--- config.mk ---
export PLATFORM = sky130hd
export DESIGN_NAME = ls368_bus_arbiter
export DESIGN_NICKNAME = d
export VERILOG_FILES = /design/src/rtl/ls368_bus_arbiter.sv
export SDC_FILE = /design/constraint.sdc
export NUM_CORES = 1
export LEC_CHECK = 0
export ABC_AREA = 1
export BUFFER_PORTS_ARGS = -buffer_cell sky130_fd_sc_hd__buf_2
export CELL_PAD_IN_SITES_DETAIL_PLACEMENT = 0
export CELL_PAD_IN_SITES_GLOBAL_PLACEMENT = 1
export CORE_MARGIN = 2
export CORE_UTILIZATION = 39
export DETAILED_ROUTE_END_ITERATION = 8
export HOLD_SLACK_MARGIN = 0.15
export PLACE_DENSITY = 0.76
export SYNTH_ARGS = -nofsm -noshare
export SYNTH_HDL_FRONTEND = slang
export SYNTH_SLANG_ARGS = --single-unit
--- constraint.sdc ---
create_clock -name clk -period 2.32 [get_ports clk]
set_input_delay 0.464 -clock clk [delete_from_list [all_inputs] [get_ports clk]]
set_output_delay 0.464 -clock clk [all_outputs]
set_load 0.005 [all_outputs]
--- src/rtl/ls368_bus_arbiter.sv ---
// ls368_bus_arbiter
//
// Round-robin arbiter and sequencer for a shared tri-state bus. The bus is built from
// LS368A-style hex inverting 3-state buffers, one buffer per requester. Each buffer has two
// sections: a 4-bit section enabled on pin 1 and a 2-bit section enabled on pin 15.
//
// Request lines are turned into registered, mutually exclusive active-low enables. Enforced
// dead cycles (TURN) are inserted between tenures, so no two buffers ever drive the bus in
// the same cycle.
//
// Ports:
//   clk       in   1        system clock, rising edge
//   rst       in   1        asynchronous active-high reset
//   req       in   NUM_REQ  per-requester bus request, held high for the whole tenure
//   need_hi   in   NUM_REQ  requester also needs the 2-bit section (sampled at grant only)
//   gnt       out  NUM_REQ  one-hot registered grant
//   en_lo_b   out  NUM_REQ  active-low enable, 4-bit section (pin 1)
//   en_hi_b   out  NUM_REQ  active-low enable, 2-bit section (pin 15)
//   bus_idle  out  1        arbiter in IDLE with every buffer disabled
//   timeout   out  1        one-cycle pulse when a tenure is forcibly ended
//
// Optional feature:
//   LS368_BUS_ARB_TIMEOUT_EN - when defined, a tenure is cut off after MAX_HOLD cycles.
//   When undefined, tenures are unbounded and timeout is tied low.

module ls368_bus_arbiter #(
  parameter int unsigned NUM_REQ    = 4,
  parameter int unsigned TURNAROUND = 1,
  parameter int unsigned MAX_HOLD   = 16
) (
  input  logic               clk,
  input  logic               rst,
  input  logic [NUM_REQ-1:0] req,
  input  logic [NUM_REQ-1:0] need_hi,
  output logic [NUM_REQ-1:0] gnt,
  output logic [NUM_REQ-1:0] en_lo_b,
  output logic [NUM_REQ-1:0] en_hi_b,
  output logic               bus_idle,
  output logic               timeout
);

  localparam int unsigned     PtrW     = (NUM_REQ > 1) ? $clog2(NUM_REQ) : 1;
  localparam logic [2:0]      TurnLoad = 3'(TURNAROUND - 1);
  localparam logic [PtrW-1:0] LastIdx  = PtrW'(NUM_REQ - 1);

  typedef enum logic [1:0] {
    StIdle,
    StGrant,
    StTurn
  } state_e;

  state_e             state_q;
  logic [NUM_REQ-1:0] gnt_q;
  logic [NUM_REQ-1:0] en_lo_b_q;
  logic [NUM_REQ-1:0] en_hi_b_q;
  logic               bus_idle_q;
  logic [PtrW-1:0]    ptr_q;
  logic [2:0]         turn_cnt_q;

  logic [PtrW-1:0]    winner;
  logic [PtrW-1:0]    idx;
  logic [PtrW-1:0]    ptr_next;
  logic [NUM_REQ-1:0] win_onehot;
  logic               req_held;

`ifdef LS368_BUS_ARB_TIMEOUT_EN
  localparam logic [7:0] HoldLast = 8'(MAX_HOLD - 1);

  logic [7:0] hold_q;
  logic       timeout_q;
  logic       hold_expire;

  assign hold_expire = (hold_q == HoldLast);
  assign timeout     = timeout_q;
`else
  assign timeout = 1'b0;
`endif

  // Round-robin search. Candidates are scanned from the farthest position down to the
  // pointer, so the last hit written is the first requester at or above the pointer.
  always_comb begin
    winner = '0;
    idx    = '0;
    for (int unsigned k = 0; k < NUM_REQ; k++) begin
      idx = PtrW'((32'(ptr_q) + (NUM_REQ - 1 - k)) % NUM_REQ);
      if (req[idx]) begin
        winner = idx;
      end
    end
  end

  always_comb begin
    win_onehot         = '0;
    win_onehot[winner] = 1'b1;
    ptr_next           = (winner == LastIdx) ? '0 : winner + 1'b1;
  end

  // Only the current owner's request matters during a tenure.
  assign req_held = |(gnt_q & req);

  always_ff @(posedge clk or posedge rst) begin
    if (rst) begin
      state_q    <= StIdle;
      gnt_q      <= '0;
      en_lo_b_q  <= '1;
      en_hi_b_q  <= '1;
      bus_idle_q <= 1'b1;
      ptr_q      <= '0;
      turn_cnt_q <= '0;
`ifdef LS368_BUS_ARB_TIMEOUT_EN
      hold_q     <= '0;
      timeout_q  <= 1'b0;
`endif
    end else begin
`ifdef LS368_BUS_ARB_TIMEOUT_EN
      timeout_q <= 1'b0;
`endif
      unique case (state_q)
        StIdle: begin
          if (|req) begin
            gnt_q      <= win_onehot;
            en_lo_b_q  <= ~win_onehot;
            // need_hi is captured here and held in en_hi_b_q for the whole tenure.
            en_hi_b_q  <= ~(win_onehot & need_hi);
            ptr_q      <= ptr_next;
            bus_idle_q <= 1'b0;
            state_q    <= StGrant;
`ifdef LS368_BUS_ARB_TIMEOUT_EN
            hold_q     <= '0;
`endif
          end
        end

        StGrant: begin
          if (!req_held) begin
            gnt_q      <= '0;
            en_lo_b_q  <= '1;
            en_hi_b_q  <= '1;
            turn_cnt_q <= TurnLoad;
            state_q    <= StTurn;
          end
`ifdef LS368_BUS_ARB_TIMEOUT_EN
          else if (hold_expire) begin
            // Forced release: identical to a voluntary one, plus the timeout pulse.
            gnt_q      <= '0;
            en_lo_b_q  <= '1;
            en_hi_b_q  <= '1;
            turn_cnt_q <= TurnLoad;
            state_q    <= StTurn;
            timeout_q  <= 1'b1;
          end else begin
            hold_q <= hold_q + 8'd1;
          end
`endif
        end

        StTurn: begin
          // Requests are not looked at here; arbitration resumes from IDLE.
          if (turn_cnt_q == 3'd0) begin
            state_q    <= StIdle;
            bus_idle_q <= 1'b1;
          end else begin
            turn_cnt_q <= turn_cnt_q - 3'd1;
          end
        end

        default: begin
          state_q    <= StIdle;
          gnt_q      <= '0;
          en_lo_b_q  <= '1;
          en_hi_b_q  <= '1;
          bus_idle_q <= 1'b1;
        end
      endcase
    end
  end

  assign gnt      = gnt_q;
  assign en_lo_b  = en_lo_b_q;
  assign en_hi_b  = en_hi_b_q;
  assign bus_idle = bus_idle_q;

`ifndef SYNTHESIS
  // Bus contention guards: never two drivers, never an enable without its grant.
  always @(posedge clk) begin
    if (!rst) begin
      assert ($onehot0(gnt_q));
      assert ((~en_lo_b_q & ~gnt_q) == '0);
      assert ((~en_hi_b_q & ~gnt_q) == '0);
    end
  end

  always @(posedge clk) begin
    assert (NUM_REQ >= 2 && NUM_REQ <= 8 && TURNAROUND >= 1 && TURNAROUND <= 7 &&
            MAX_HOLD >= 2 && MAX_HOLD <= 255);
  end
`endif

endmodule

==> out/metrics.csv <==
metric,value,unit
Initial DRC Count,38,
RSZ-0062 raised after global routing,false,
DP HPWL,1810,um
Synth-to-Final Area Change,12.76,%
critical path endpoint category,flip-flop,
CTS H-tree depth,1,
synthesized area per cell,7.746,um^2
initial antenna violation count,0,
global-route wire length before repair,4043,um
clock transition at the registers of the reported paths,0.11,ns
n_diodes,0,
CORE AREA,3003,um^2
drt drc,0,
Final Util,45.67,%
status,finished clean,
# clock sinks,20,
actual slew at the worst max-slew pin,0.7402,ns
DRT antenna net count,0,
cell count after synthesis,157,
Cell Pwr Density,1304,nW/um^2
vias in the first global route,919,
CTS buffer count,3,
layout cells sized above 1,27.22,%
gpl congestion,0.8353,
Tmin final,1.928,ns
P_leak,0.8069,nW
WL/cell,10.65,um
crit share post-route,83.12,%
I/O Buffers,22,
GR Overflow Total,0,
final hold vios,0,
Slew HR,50.60,%
Via Count,1028,
critical path class,reg -> reg,
top post-synthesis cells by area,"dfrtp_1 (23%), dfstp_2 (19%), nand2_1 (15%)",
worst hold path type,in -> async,
nets,197,
DIE HEIGHT,59.84,um
count of different cell masters after synthesis,26,
Peak VDD IR,0.5335,mV
TritonCTS clock tree,yes,
Final Skew,0.003021,ns
IO Count,24,
"Seq/Total Area, Yosys",42.08,%
Cell Rows,20,
Pins Over Slew Limit,0,
CP required,2.55,ns
Final setup violation count,0,
synthesized area,1216,um^2
f_max,0.5186,GHz
largest net degree at the start of global routing,21,
Maximum Capacitance Violations,0,
Initial Util,40.50,%
Die ar.,3581,um^2
Worst-Skew Late Latency,0.30,ns
Pre-Repair DR Iteration Count,5,
Worst Path Arrival,2.16,ns
Syn. warnings,0,
crit path max fanout,12,
drt via density,4.826,
Total Wirelength,2268,um
Clock Tree Buf Depth,2,
Setup crit start kind,flip-flop,
All-Layer GR Usage,14.95,%
share of the synthesized area in the top cell type,22.63,%
total power,0.001789,W
Setup TNS,0,ns
root buf cell,clkbuf_4,
Die W,59.84,um
#FFs+latches synth,20,
hold buffer count at cts,0,
WHS,0.2740,ns
post-synthesis net count,173,
post-synth top area cell,dfrtp_1,
## layer usage
layer | part of all wire [%] | global-route usage [%]
met1 | 45 | 18.95
met2 | 50 | 25.16
met3 | 4.1 | 3.896
met4 | 0.57 | 3.810
met5 | 0 | 0
## placed cells by master (no fill, tap or decap)
| cell | n |
|---|---|
| a21oi_1 | 2 |
| a22o_1 | 1 |
| a21oi_4 | 1 |
| nand2_1 | 50 |
| dfrtp_2 | 1 |
| nand2_2 | 2 |
| a21boi_1 | 3 |
| inv_1 | 29 |
| nor2_1 | 9 |
| clkbuf_4 | 3 |
| clkbuf_8 | 1 |
| o21ai_0 | 8 |
| o21ai_4 | 1 |
| inv_2 | 3 |
| nand4_1 | 2 |
| o21ai_2 | 2 |
| nand2_4 | 1 |
| ha_1 | 6 |
| dfrtp_1 | 10 |
| a21boi_0 | 1 |
| conb_1 | 1 |
| dfstp_2 | 9 |
| a21oi_2 | 2 |
| nand4_2 | 1 |
| o21ai_1 | 2 |
| nand3_1 | 7 |
| buf_2 | 22 |
## cells by family (layout without fill, tap and decap cells)
kind of cell             after synthesis  after routing  share of synthesized area (%)
adder cells (fa/ha/maj)                6              6                          6.173
flip-flops                            20             20                          42.08
AND/OR/NAND/NOR                       72             72                          25.10
AO/OA/AOI/OAI                         23             23                          13.68
other                                  1              1                         0.3083
buffers and inverters                 35             58                          12.65
## critical path, cell delays in order (launching register included)
cell and delay, ns:
dfrtp_2 0.50, o21ai_0 0.30, nand2_1 0.12, nand2_1 0.08, inv_1 0.05, nand2_1 0.06, nand2_1 0.07, nand2_2 0.09
inv_1 0.06, ha_1 0.19, nand2_1 0.09, inv_1 0.06, nand2_1 0.05, a21boi_0 0.16
## what timing repair did
item | 4_1_cts | 5_1_grt
setup buffers | 0 | 0
endpoints found under the setup margin | 0 | 1
gates resized for setup | 0 | 1
## registers in the layout (all words and copies together) (netlist names)
signal / flops
bus_idle: 1
gnt: 4
turn_cnt_q: 3
state_q: 2
en_lo_b: 4
en_hi_b: 4
ptr_q: 2
## power by group
part	leakage, nW	internal, W	switching, W
combinational	0.549	0.000358	0.000601
sequential	0.237	0.000531	0.0000996
clock	0.0210	0.0000957	0.000103
total	0.807	0.000985	0.000804
## synth_stat cells
cell type  instances
nor2_1             9
a21boi_1           3
buf_6              1
ha_1               6
conb_1             1
buf_4              1
dfstp_2            9
nand3_1            7
dfrtp_1           11
o21ai_0            8
nand2_2            2
nand4_2            1
a22o_1             1
buf_8              1
nand4_1            2
inv_2              3
a21oi_4            1
o21ai_1            2
o21ai_2            2
nand2_1           50
a21boi_0           1
a21oi_2            2
o21ai_4            1
inv_1             29
a21oi_1            2
nand2_4            1
## area by class of cell
cell class,instances,area (um^2)
clock buffer,4,36.28
fill,308,1632
inverter,32,120.1
multi-input combinational,102,550.5
sequential,20,513.0
tap,33,41.29
timing repair buffer,22,110.1
## metrics by stage
| step | setup slack, ns | instances | area [um^2] |
|---|---|---|---|
| after CTS | 0.2966 | 213 | 1370 |
| after floorplan | 0.6306 | 157 | 1216 |
| after global placement | 0.2989 | 209 | 1334 |
| after detailed placement | 0.3041 | 209 | 1334 |
| after global routing | 0.09625 | 213 | 1371 |
| final | 0.3916 | 213 | 1371 |
## worst paths after layout
| check | start | endpoint | slack (ns) | cells after the start |
|---|---|---|---|---|
| setup / recovery | ptr_q[0]$_DFFE_PP0P_ | en_hi_b[0]$_DFFE_PP1P_ | 0.39 | 13 |
| hold / removal | rst | gnt[3]$_DFFE_PP0P_ | 0.27 | 2 |
| max in group asynchronous | rst | ptr_q[0]$_DFFE_PP0P_ | 1.54 | 2 |
| min in group clk | need_hi[0] | en_hi_b[0]$_DFFE_PP1P_ | 0.38 | 3 |
| hold reg to reg | en_hi_b[3]$_DFFE_PP1P_ | en_hi_b[3]$_DFFE_PP1P_ | 0.47 | 2 |
| setup reg to reg | ptr_q[0]$_DFFE_PP0P_ | en_hi_b[0]$_DFFE_PP1P_ | 0.39 | 13 |
(Power assumes the default switching activity.)
